### src/rtl/stick_sync_pkg.sv
// rtl/stick_sync_pkg.sv - shared constants and state encoding for the master-sync generator
package stick_sync_pkg;

  localparam logic [1:0] MODE_OFF   = 2'd0;
  localparam logic [1:0] MODE_INT   = 2'd1;
  localparam logic [1:0] MODE_EXT   = 2'd2;
  localparam logic [1:0] MODE_WHEEL = 2'd3;

  typedef enum logic [1:0] {
    ST_IDLE    = 2'd0,
    ST_PULSE   = 2'd1,
    ST_HOLDOFF = 2'd2
  } pulse_state_t;

  localparam int DEF_MIN_LOW  = 8;
  localparam int DEF_MIN_HIGH = 8;

endpackage

### src/rtl/quad_decoder.sv
// rtl/quad_decoder.sv - input synchronisers, x4 quadrature decode, wheel position and error flag
module quad_decoder
  import stick_sync_pkg::*;
#(
  parameter int QUAD_W      = 16,
  parameter int SYNC_STAGES = 2
) (
  input  logic              clk,
  input  logic              rst,
  input  logic              i_sync,
  input  logic              i_adp,
  input  logic              i_bdp,
  input  logic              i_clr_err,
  output logic              o_sync_rise,
  output logic              o_step,
  output logic              o_fwd,
  output logic [QUAD_W-1:0] o_pos,
  output logic              o_err
);

  logic [SYNC_STAGES-1:0] r_sync_sh;
  logic [SYNC_STAGES-1:0] r_a_sh;
  logic [SYNC_STAGES-1:0] r_b_sh;
  logic                   r_sync_prev;
  logic                   r_a_prev;
  logic                   r_b_prev;
  logic [QUAD_W-1:0]      r_pos;
  logic                   r_err;

  logic w_sync;
  logic w_a;
  logic w_b;
  logic w_a_chg;
  logic w_b_chg;
  logic w_bad;
  logic w_step;
  logic w_fwd;

  assign w_sync  = r_sync_sh[SYNC_STAGES-1];
  assign w_a     = r_a_sh[SYNC_STAGES-1];
  assign w_b     = r_b_sh[SYNC_STAGES-1];
  assign w_a_chg = w_a ^ r_a_prev;
  assign w_b_chg = w_b ^ r_b_prev;
  assign w_bad   = w_a_chg & w_b_chg;
  assign w_step  = w_a_chg ^ w_b_chg;
  // A leading B (00->10->11->01) always has old A equal to new B
  assign w_fwd   = ~(r_a_prev ^ w_b);

  always_ff @(posedge clk or posedge rst) begin
    if (rst) begin
      r_sync_sh   <= '0;
      r_a_sh      <= '0;
      r_b_sh      <= '0;
      r_sync_prev <= 1'b0;
      r_a_prev    <= 1'b0;
      r_b_prev    <= 1'b0;
      r_pos       <= '0;
      r_err       <= 1'b0;
    end else begin
      r_sync_sh   <= {r_sync_sh[SYNC_STAGES-2:0], i_sync};
      r_a_sh      <= {r_a_sh[SYNC_STAGES-2:0], i_adp};
      r_b_sh      <= {r_b_sh[SYNC_STAGES-2:0], i_bdp};
      r_sync_prev <= w_sync;
      r_a_prev    <= w_a;
      r_b_prev    <= w_b;
      if (w_step) begin
        r_pos <= w_fwd ? r_pos + QUAD_W'(1) : r_pos - QUAD_W'(1);
      end
      if (i_clr_err) begin
        r_err <= 1'b0;
      end else if (w_bad) begin
        r_err <= 1'b1;
      end
    end
  end

  assign o_sync_rise = w_sync & ~r_sync_prev;
  assign o_step      = w_step;
  assign o_fwd       = w_fwd;
  assign o_pos       = r_pos;
  assign o_err       = r_err;

endmodule

### src/rtl/msync_gen.sv
// rtl/msync_gen.sv - master-sync pulse generator with internal, external and wheel trigger sources
module msync_gen
  import stick_sync_pkg::*;
#(
  parameter int CNT_W       = 24,
  parameter int PW_W        = 8,
  parameter int QUAD_W      = 16,
  parameter int SYNC_STAGES = 2,
  parameter int MIN_LOW     = DEF_MIN_LOW,
  parameter int MIN_HIGH    = DEF_MIN_HIGH
) (
  input  logic              clk,
  input  logic              rst,
  input  logic              i_cfg_load,
  input  logic [1:0]        i_mode,
  input  logic [CNT_W-1:0]  i_period,
  input  logic [PW_W-1:0]   i_pulse_w,
  input  logic [QUAD_W-1:0] i_wheel_step,
  input  logic              i_sync,
  input  logic              i_adp,
  input  logic              i_bdp,
  output logic              o_msync_n,
  output logic              o_busy,
  output logic [31:0]       o_sync_cnt,
  output logic [QUAD_W-1:0] o_wheel_pos,
  output logic              o_overrun,
  output logic              o_quad_err
);

  localparam logic [PW_W-1:0] MIN_LOW_W  = PW_W'(MIN_LOW);
  localparam logic [PW_W-1:0] HOLD_LAST  = PW_W'(MIN_HIGH - 1);

  logic [1:0]        r_mode;
  logic [CNT_W-1:0]  r_period;
  logic [PW_W-1:0]   r_pulse_w;
  logic [QUAD_W-1:0] r_wheel_step;
  logic [CNT_W-1:0]  r_cnt;
  logic [QUAD_W-1:0] r_acc;
  logic              r_trig;
  pulse_state_t      r_state;
  logic [PW_W-1:0]   r_tcnt;
  logic              r_msync_n;
  logic              r_busy;
  logic [31:0]       r_sync_cnt;
  logic              r_overrun;

  pulse_state_t      w_state_nx;
  logic [PW_W-1:0]   w_tcnt_nx;
  logic [PW_W-1:0]   w_width;
  logic              w_start;
  logic              w_drop;
  logic              w_trig;
  logic              w_wheel_hit;
  logic [QUAD_W-1:0] w_acc_inc;
  logic [QUAD_W-1:0] w_acc_nx;
  logic              w_sync_rise;
  logic              w_step;
  logic              w_fwd;

  quad_decoder #(
    .QUAD_W      (QUAD_W),
    .SYNC_STAGES (SYNC_STAGES)
  ) u_quad (
    .clk         (clk),
    .rst         (rst),
    .i_sync      (i_sync),
    .i_adp       (i_adp),
    .i_bdp       (i_bdp),
    .i_clr_err   (i_cfg_load),
    .o_sync_rise (w_sync_rise),
    .o_step      (w_step),
    .o_fwd       (w_fwd),
    .o_pos       (o_wheel_pos),
    .o_err       (o_quad_err)
  );

  // Reverse steps only unwind progress towards the next trigger, never below zero
  always_comb begin
    w_acc_inc   = r_acc + QUAD_W'(1);
    w_acc_nx    = r_acc;
    w_wheel_hit = 1'b0;
    if (r_mode == MODE_WHEEL && w_step) begin
      if (w_fwd) begin
        if (r_wheel_step != '0 && w_acc_inc == r_wheel_step) begin
          w_wheel_hit = 1'b1;
          w_acc_nx    = '0;
        end else begin
          w_acc_nx = w_acc_inc;
        end
      end else if (r_acc != '0) begin
        w_acc_nx = r_acc - QUAD_W'(1);
      end
    end
  end

  always_comb begin
    w_trig = 1'b0;
    case (r_mode)
      MODE_INT:   w_trig = (r_period != '0) && (r_cnt == '0);
      MODE_EXT:   w_trig = w_sync_rise;
      MODE_WHEEL: w_trig = w_wheel_hit;
      default:    w_trig = 1'b0;
    endcase
  end

  always_ff @(posedge clk or posedge rst) begin
    if (rst) begin
      r_mode       <= MODE_OFF;
      r_period     <= '0;
      r_pulse_w    <= '0;
      r_wheel_step <= '0;
      r_cnt        <= '0;
      r_acc        <= '0;
      r_trig       <= 1'b0;
    end else begin
      r_trig <= w_trig;
      if (i_cfg_load) begin
        r_mode       <= i_mode;
        r_period     <= i_period;
        r_pulse_w    <= i_pulse_w;
        r_wheel_step <= i_wheel_step;
        r_cnt        <= '0;
        r_acc        <= '0;
      end else begin
        r_acc <= w_acc_nx;
        if (r_mode == MODE_INT && r_period != '0) begin
          r_cnt <= (r_cnt >= r_period - CNT_W'(1)) ? '0 : r_cnt + CNT_W'(1);
        end
      end
    end
  end

  assign w_width = (r_pulse_w < MIN_LOW_W) ? MIN_LOW_W : r_pulse_w;

  always_comb begin
    w_state_nx = r_state;
    w_tcnt_nx  = r_tcnt;
    w_start    = 1'b0;
    w_drop     = r_trig && (r_state != ST_IDLE);
    case (r_state)
      ST_IDLE: begin
        if (r_trig) begin
          w_state_nx = ST_PULSE;
          w_tcnt_nx  = w_width - PW_W'(1);
          w_start    = 1'b1;
        end
      end
      ST_PULSE: begin
        if (r_tcnt == '0) begin
          w_state_nx = ST_HOLDOFF;
          w_tcnt_nx  = HOLD_LAST;
        end else begin
          w_tcnt_nx = r_tcnt - PW_W'(1);
        end
      end
      ST_HOLDOFF: begin
        if (r_tcnt == '0) begin
          w_state_nx = ST_IDLE;
        end else begin
          w_tcnt_nx = r_tcnt - PW_W'(1);
        end
      end
      default: begin
        w_state_nx = ST_IDLE;
        w_tcnt_nx  = '0;
      end
    endcase
  end

  always_ff @(posedge clk or posedge rst) begin
    if (rst) begin
      r_state <= ST_IDLE;
      r_tcnt  <= '0;
    end else begin
      r_state <= w_state_nx;
      r_tcnt  <= w_tcnt_nx;
    end
  end

  // Outputs registered from the next state so msync_n is glitch-free
  always_ff @(posedge clk or posedge rst) begin
    if (rst) begin
      r_msync_n  <= 1'b1;
      r_busy     <= 1'b0;
      r_sync_cnt <= '0;
      r_overrun  <= 1'b0;
    end else begin
      r_msync_n <= (w_state_nx != ST_PULSE);
      r_busy    <= (w_state_nx != ST_IDLE);
      if (w_start) begin
        r_sync_cnt <= r_sync_cnt + 32'd1;
      end
      if (i_cfg_load) begin
        r_overrun <= 1'b0;
      end else if (w_drop) begin
        r_overrun <= 1'b1;
      end
    end
  end

  assign o_msync_n  = r_msync_n;
  assign o_busy     = r_busy;
  assign o_sync_cnt = r_sync_cnt;
  assign o_overrun  = r_overrun;

endmodule

### config.mk
export PLATFORM = sky130hd
export DESIGN_NAME = msync_gen
export DESIGN_NICKNAME = d
export VERILOG_FILES = /design/src/rtl/stick_sync_pkg.sv /design/src/rtl/quad_decoder.sv /design/src/rtl/msync_gen.sv
export SDC_FILE = /design/constraint.sdc
export NUM_CORES = 1
export LEC_CHECK = 0
export ABC_AREA = 1
export CELL_PAD_IN_SITES_DETAIL_PLACEMENT = 0
export CELL_PAD_IN_SITES_GLOBAL_PLACEMENT = 1
export CORE_MARGIN = 4
export CORE_UTILIZATION = 45
export CTS_CLUSTER_DIAMETER = 80
export DETAILED_ROUTE_END_ITERATION = 12
export DONT_BUFFER_PORTS = 1
export PLACE_DENSITY = 0.85
export RECOVER_POWER = 100
export SETUP_SLACK_MARGIN = 0.05
export SYNTH_ARGS = -nofsm -noshare
export SYNTH_HDL_FRONTEND = slang
export SYNTH_SLANG_ARGS = --single-unit
### constraint.sdc
create_clock -name clk -period 8.3 [get_ports clk]
set_input_delay 0.415 -clock clk [delete_from_list [all_inputs] [get_ports clk]]
set_output_delay 0.415 -clock clk [all_outputs]
set_load 0.03 [all_outputs]
Word-level counts from Yosys, hierarchy flattened:

Index checks and enable logic that the tools add are counted.

* bits of input ports: 56
* output and inout bits: 52
* register bits: 162

* bitwise operators: 7
* multiplexer cells: 28
* $lt $le $gt $ge: 2
* reductions and logical operators: 19
* equality and inequality tests: 10
* add/subtract/negate cells: 9

Operator list (count)
* 2-to-1 mux 16 bit: 6
* 2-to-1 mux 24 bit: 3
* adder 16 x 1 -> 16 bit (second input constant): 2
* adder 32 x 1 -> 32 bit (second input constant): 1
* 2-to-1 mux 8 bit: 4
* nonzero test 16 bit: 2
* subtractor 16 x 1 -> 16 bit (second input constant): 2
* adder 24 x 1 -> 24 bit (second input constant): 1
* greater-or-equal comparator 24 bit: 1
* logical NOT 24 bit: 1
* case mux 8 bit (3 select lines): 1
* nonzero test 24 bit: 1
* subtractor 24 x 1 -> 24 bit (second input constant): 1
* equality test 16 bit: 1
* subtractor 8 x 1 -> 8 bit (second input constant): 2
* nonzero test 2 bit: 6
* 2-to-1 mux 1 bit: 9
* logical NOT 8 bit: 1
* < comparator 8 x 4 -> 1 bit (second input constant): 1
* equality test 2 bit (second input constant): 3
* 2-to-1 mux 2 bit: 3
* case mux 2 bit (3 select lines): 1
* logical AND 1 bit: 5
* equality test 2 x 1 -> 1 bit (second input constant): 2
* 9 further kinds: 15

Logic depth before layout (Yosys ltp):

* depth in word-level cells: 7
* gate-level depth with buffers: 21

Hierarchy:

Synthesis repeated with hierarchy kept, for this count alone.

* cell total of the unflattened synthesis: 1564
* area, all modules: 10920.5 um2

By module, submodules not included
* msync_gen: area an instance 9053.7 um2, cells each 1299, seq. area each 3404.5 um2, instances 1
* quad_decoder: area an instance 1866.8 um2, cells each 265, seq. area each 650.6 um2, instances 1

Worst setup path after synthesis:

OpenSTA, ideal clock, no wires.

* path kind: reg-to-reg
* from: reg r_period[0]
* to: reg r_cnt[10]
* path slack: 5.169 ns
* arrival: 3.000 ns
* cell stages (with the launch flop): 22
* path buffers: 1
* setup time: 0.131 ns
* cells stage by stage: dfrtp_1 > inv_1 > ha_1 > nand2_1 > inv_1 > nand2_1 > inv_1 > nand2_1 > nor3_1 > nand3_1 > nor2_1 > xor2_1 > inv_1 > ha_1 > nand3_1 > nor3_1 > nand2_1 > a21oi_1 > nor2_1 > nand2_1 > clkbuf_1 > o21ai_0

* longest elaborated chain between the ends: 5
* elaborated cells on any way between the ends: 8
* classes of those cells: add/sub: 1; order compare: 1; mux: 3; reduce/logical: 3

Ends and longest elaborated chain
* start: declaration: line msync_gen.sv:34 `logic [CNT_W-1:0] r_period;`
* start signal: assignment: line msync_gen.sv:119 `r_period <= i_period;`
* subtractor 24 x 1 -> 24 bit: line msync_gen.sv:127 `r_cnt <= (r_cnt >= r_period - CNT_W'(1)) ? '0 : r_cnt + CNT_W'(1);`
* greater-or-equal comparator 24 bit: line msync_gen.sv:127
* 2-to-1 mux 24 bit: line msync_gen.sv:127
* 2-to-1 mux 24 bit: line msync_gen.sv:126 `if (r_mode == MODE_INT && r_period != '0) begin`
* 2-to-1 mux 24 bit: line msync_gen.sv:117 `if (i_cfg_load) begin`
* end signal: assignment: line msync_gen.sv:127
* end: declaration: line msync_gen.sv:37 `logic [CNT_W-1:0] r_cnt;`

Parallel ways exist; a longest one is shown, timed or not. The select of a mux whose other input is x is not followed.
A chain may end at the register's enable or synchronous reset.

Worst setup path after layout:

* from: reg u_quad.r_b_sh[1]
* to: reg u_quad.r_pos[9] (netlist: u_quad.o_pos[9])

* longest elaborated chain between the ends: 2
* elaborated cells on any way between the ends: 4
* classes of those cells: mux: 1; bitwise: 3

Ends and longest elaborated chain
* start: declaration: line quad_decoder.sv:23 `logic [SYNC_STAGES-1:0] r_b_sh;`
* start signal: assignment: line quad_decoder.sv:62 `r_b_sh <= {r_b_sh[SYNC_STAGES-2:0], i_bdp};`
* XOR 1 bit, on equally long branches: line quad_decoder.sv:47, quad_decoder.sv:43
* 2-to-1 mux 16 bit or XOR 1 bit (tied branches): line quad_decoder.sv:67, quad_decoder.sv:45
* end signal: assignment: line quad_decoder.sv:67 `r_pos <= w_fwd ? r_pos + QUAD_W'(1) : r_pos - QUAD_W'(1);`
* end: declaration: line quad_decoder.sv:27 `logic [QUAD_W-1:0] r_pos;`

Parallel ways exist; a longest one is shown, timed or not.

==> flow_metrics.tcl <==
set metrics [dict create \
    numCtsBuffers 17 \
    synthTopCellsByCount "427 x nand2_1, 161 x dfrtp_1, 154 x inv_1" \
    start_util 0.4591 \
    htreeDepth 4 \
    viasPerCell 5.240 \
    synthFlopType "dfrtp_1" \
    async_reset_ff_frac 1.000 \
    post-cts-setup-buffers 0 \
    place_congestion 0.9049 \
    clockBufferDepth 2 \
    path_max_fanout 31 \
    worst-setup-path-type "reg -> reg" \
    crit_chain "or2_2 > nand2_1 > inv_1 > clkbuf_1 > ha_1 > a21oi_1 > o21ai_0 > a21boi_0 > o21ai_0 > a21oi_1 > xor2_1 > o21ai_0" \
    yosysWarnings 0 \
    final_max_slew_viol_count 122 \
    grt_pass1_wl_um 45130 \
    port_buffers 0 \
    maxCapViolations 2 \
    cp.arrival_ns 4.53 \
    first_pass_iters 5 \
    avgRoutedWirePerCell_um 15.37 \
    p_int_mw 1.612 \
    finalSetupViolCount 0 \
    slew_headroom -1.698 \
    grt_usage 0.2124 \
    ys_seq_elements 162 \
    ys_seq_area_frac 0.3878 \
    dp_hpwl_um 19910 \
    p_clk_frac 0.309 \
    num_antenna_cells 0 \
    design.die.area_mm2 0.02574 \
    final_core_util 0.4945 \
    syn_inst 1441 \
    grt_max_degree 90 \
    overflow 0 \
    cp_slowest_cell "clkbuf_1" \
    worst_pin_slew_ns 4.025 \
    core_mm2 0.02278 \
    cts_root_buffer "clkbuf_16" \
    hold-worst-slack_ns 0.07608 \
    fmaxAchievable_mhz 235.4 \
    ys_types 49 \
    finalHoldViolCount 0 \
    slowest_delay_ns 1.19 \
    ios 108 \
    first_global_vias 8943 \
    die_h_um 160.4 \
    area_growth_pct 7.705 \
    netlist.area_leader.share 0.3853 \
    layout_min_cycle_time_ns 4.248 \
    crit_required_ns 8.59 \
    clock-sinks 162 \
    fp-row-count 55 \
    seq_power_share 0.424 \
    die_x_um 160.4 \
    cts_tree "built" \
    min_period_over_period 0.5118 \
    crit_path_frequent_cell "o21ai_0" \
    status "finished, violations left" \
    drc 0 \
    ir_drop_uv 185.9 \
    drt_iter0_drc 642 \
    cp-start-kind "flop" \
    endpoint_kind "flop" \
    insertion_delay_ns 0.44 \
    comb_power_share 0.267 \
    finalWirelength_um 26880 \
    final_nets 1529 \
    p_per_area_mw_per_mm2 238.0 \
    synth_edf_count 0 \
    dp.cells 1714 \
    drtAntennaViolNets 0 \
    setup_tns_ns 0 \
    synth_area_leaders "dfrtp_1 39%, nand2_1 15%, ha_1 5.9%, inv_1 5.5%, nor2_1 4.9%" \
    fin_cells 1749 \
    netlist_area_mm2 0.01046 \
    violations "max-capacitance violations, max-slew violations" \
    antenna_found_initial 0 \
    leakagePower_nw 5.468 \
    p_sw_mw 1.069 \
    finalClockSkew_ns 0.01423 \
    vias 9164 \
    holdCritPathClass "in -> reg" \
    layout-drive-gt1-share 0.03830 \
    clk_pin_slew_ns 0.08 \
    avgSynthCellArea_um2 7.257 \
    yosysTopAreaCell "dfrtp_1" \
    syn-num-nets 1547 \
    rsz0062_at_grt "no" \
    p_sw_frac 0.3988 \
    synth.most_common_cell "nand2_1" \
]
## layer usage
layer  share of wire  up-vias  global-route usage
met5               0        -                   0
met4           0.022        0             0.06062
met3           0.068       37             0.06056
met2            0.45      223              0.3308
met1            0.46     4289              0.2904
li1                -     4615                   -
## final cells by class
cell class	count	area, um^2
Fill cell	2329	11510
Sequential cell	162	4055
Multi-Input combinational cell	1080	5564
Clock buffer	18	439.2
Timing Repair Buffer	6	48.80
Clock inverter	14	177.7
Tap cell	313	391.6
Inverter	156	586.8
## timing repair
item / CTS / global route
resized for setup: 0 / 0
hold buffers: 2 / 1
hold endpoints to repair: 2 / 1
## sequential cells by signal (all words and copies together), names as in the netlist
name / flops
r_period: 24
r_cnt: 24
r_state: 2
o_busy: 1
o_msync_n: 1
r_trig: 1
u_quad.r_sync_sh: 2
u_quad.r_a_sh: 2
r_wheel_step: 16
o_sync_cnt: 32
r_mode: 2
u_quad.r_b_sh: 2
u_quad.o_pos: 16
u_quad.o_err: 1
u_quad.r_sync_prev: 1
u_quad.r_a_prev: 1
o_overrun: 1
r_tcnt: 8
r_acc: 16
r_pulse_w: 8
u_quad.r_b_prev: 1
## through the flow
step	setup WS, ns	cell area (um^2)	total power, mW
after detailed placement	4.460	10660	1.869
after floorplan	3.510	10460	1.698
final	4.052	11260	2.681
after global routing	3.545	11260	2.881
after CTS	4.450	11290	2.710
after global placement	4.626	10660	1.853
## power groups by stage
stage          registers [mW]  clock network [mW]  logic (mW)
5_1_grt                  1.16               0.880       0.842
3_5_place_dp             1.16                   0       0.713
3_3_place_gp             1.15                   0       0.699
4_1_cts                  1.14               0.848       0.719
6_report                 1.14               0.828       0.715
2_1_floorplan            1.11                   0       0.593
## worst paths after layout
path | from | endpoint | slack (ns) | cells after the start
setup / recovery | u_quad.r_b_sh[1] | u_quad.o_pos[9] | 4.05 | 12
hold reg to reg | u_quad.r_sync_sh[0] | u_quad.r_sync_sh[1] | 0.35 | 0
min in group asynchronous | rst | r_pulse_w[3] | 1.03 | 1
hold / removal | i_cfg_load | o_overrun | 0.08 | 1
setup reg to reg | u_quad.r_b_sh[1] | u_quad.o_pos[9] | 4.05 | 12
max in group asynchronous | rst | r_period[2] | 5.09 | 2
## cell usage in the layout, fill, tap and decap left out, drive strengths merged, types with 15 or more instances in the layout
cell | synthesis | routed
clkbuf | 23 | 19
nor4 | 15 | 15
nor2 | 142 | 142
inv | 155 | 163
a21oi | 56 | 56
nand3 | 91 | 91
xnor2 | 21 | 21
o21ai | 104 | 104
nand4 | 33 | 33
ha | 49 | 49
nor3 | 37 | 37
xor2 | 58 | 58
dfrtp | 161 | 161
nand2 | 433 | 433
## critical path, delay by kind of cell, from the launching register on
family                   cells  cell delay [ns]
AO/OA/AOI/OAI                6             1.15
XOR/XNOR                     1             0.15
adder cells (fa/ha/maj)      1             0.48
buffers and inverters        2             1.35
flip-flops                   1             0.41
AND/OR/NAND/NOR              2             0.57
## cells by family (layout without fill, tap and decap cells)
group                      after synthesis  count (layout)  share of synthesized area
and+or+nand+nor                        769             769                     0.3148
buffers and inverters                  199             194                    0.07717
AOI/OAI and AO/OA                      181             181                    0.09141
DFF                                    162             162                     0.3878
xor gates and xnor gates                80              80                    0.06832
adders and majority gates               50              50                    0.06054
(Power assumes the default switching activity.)
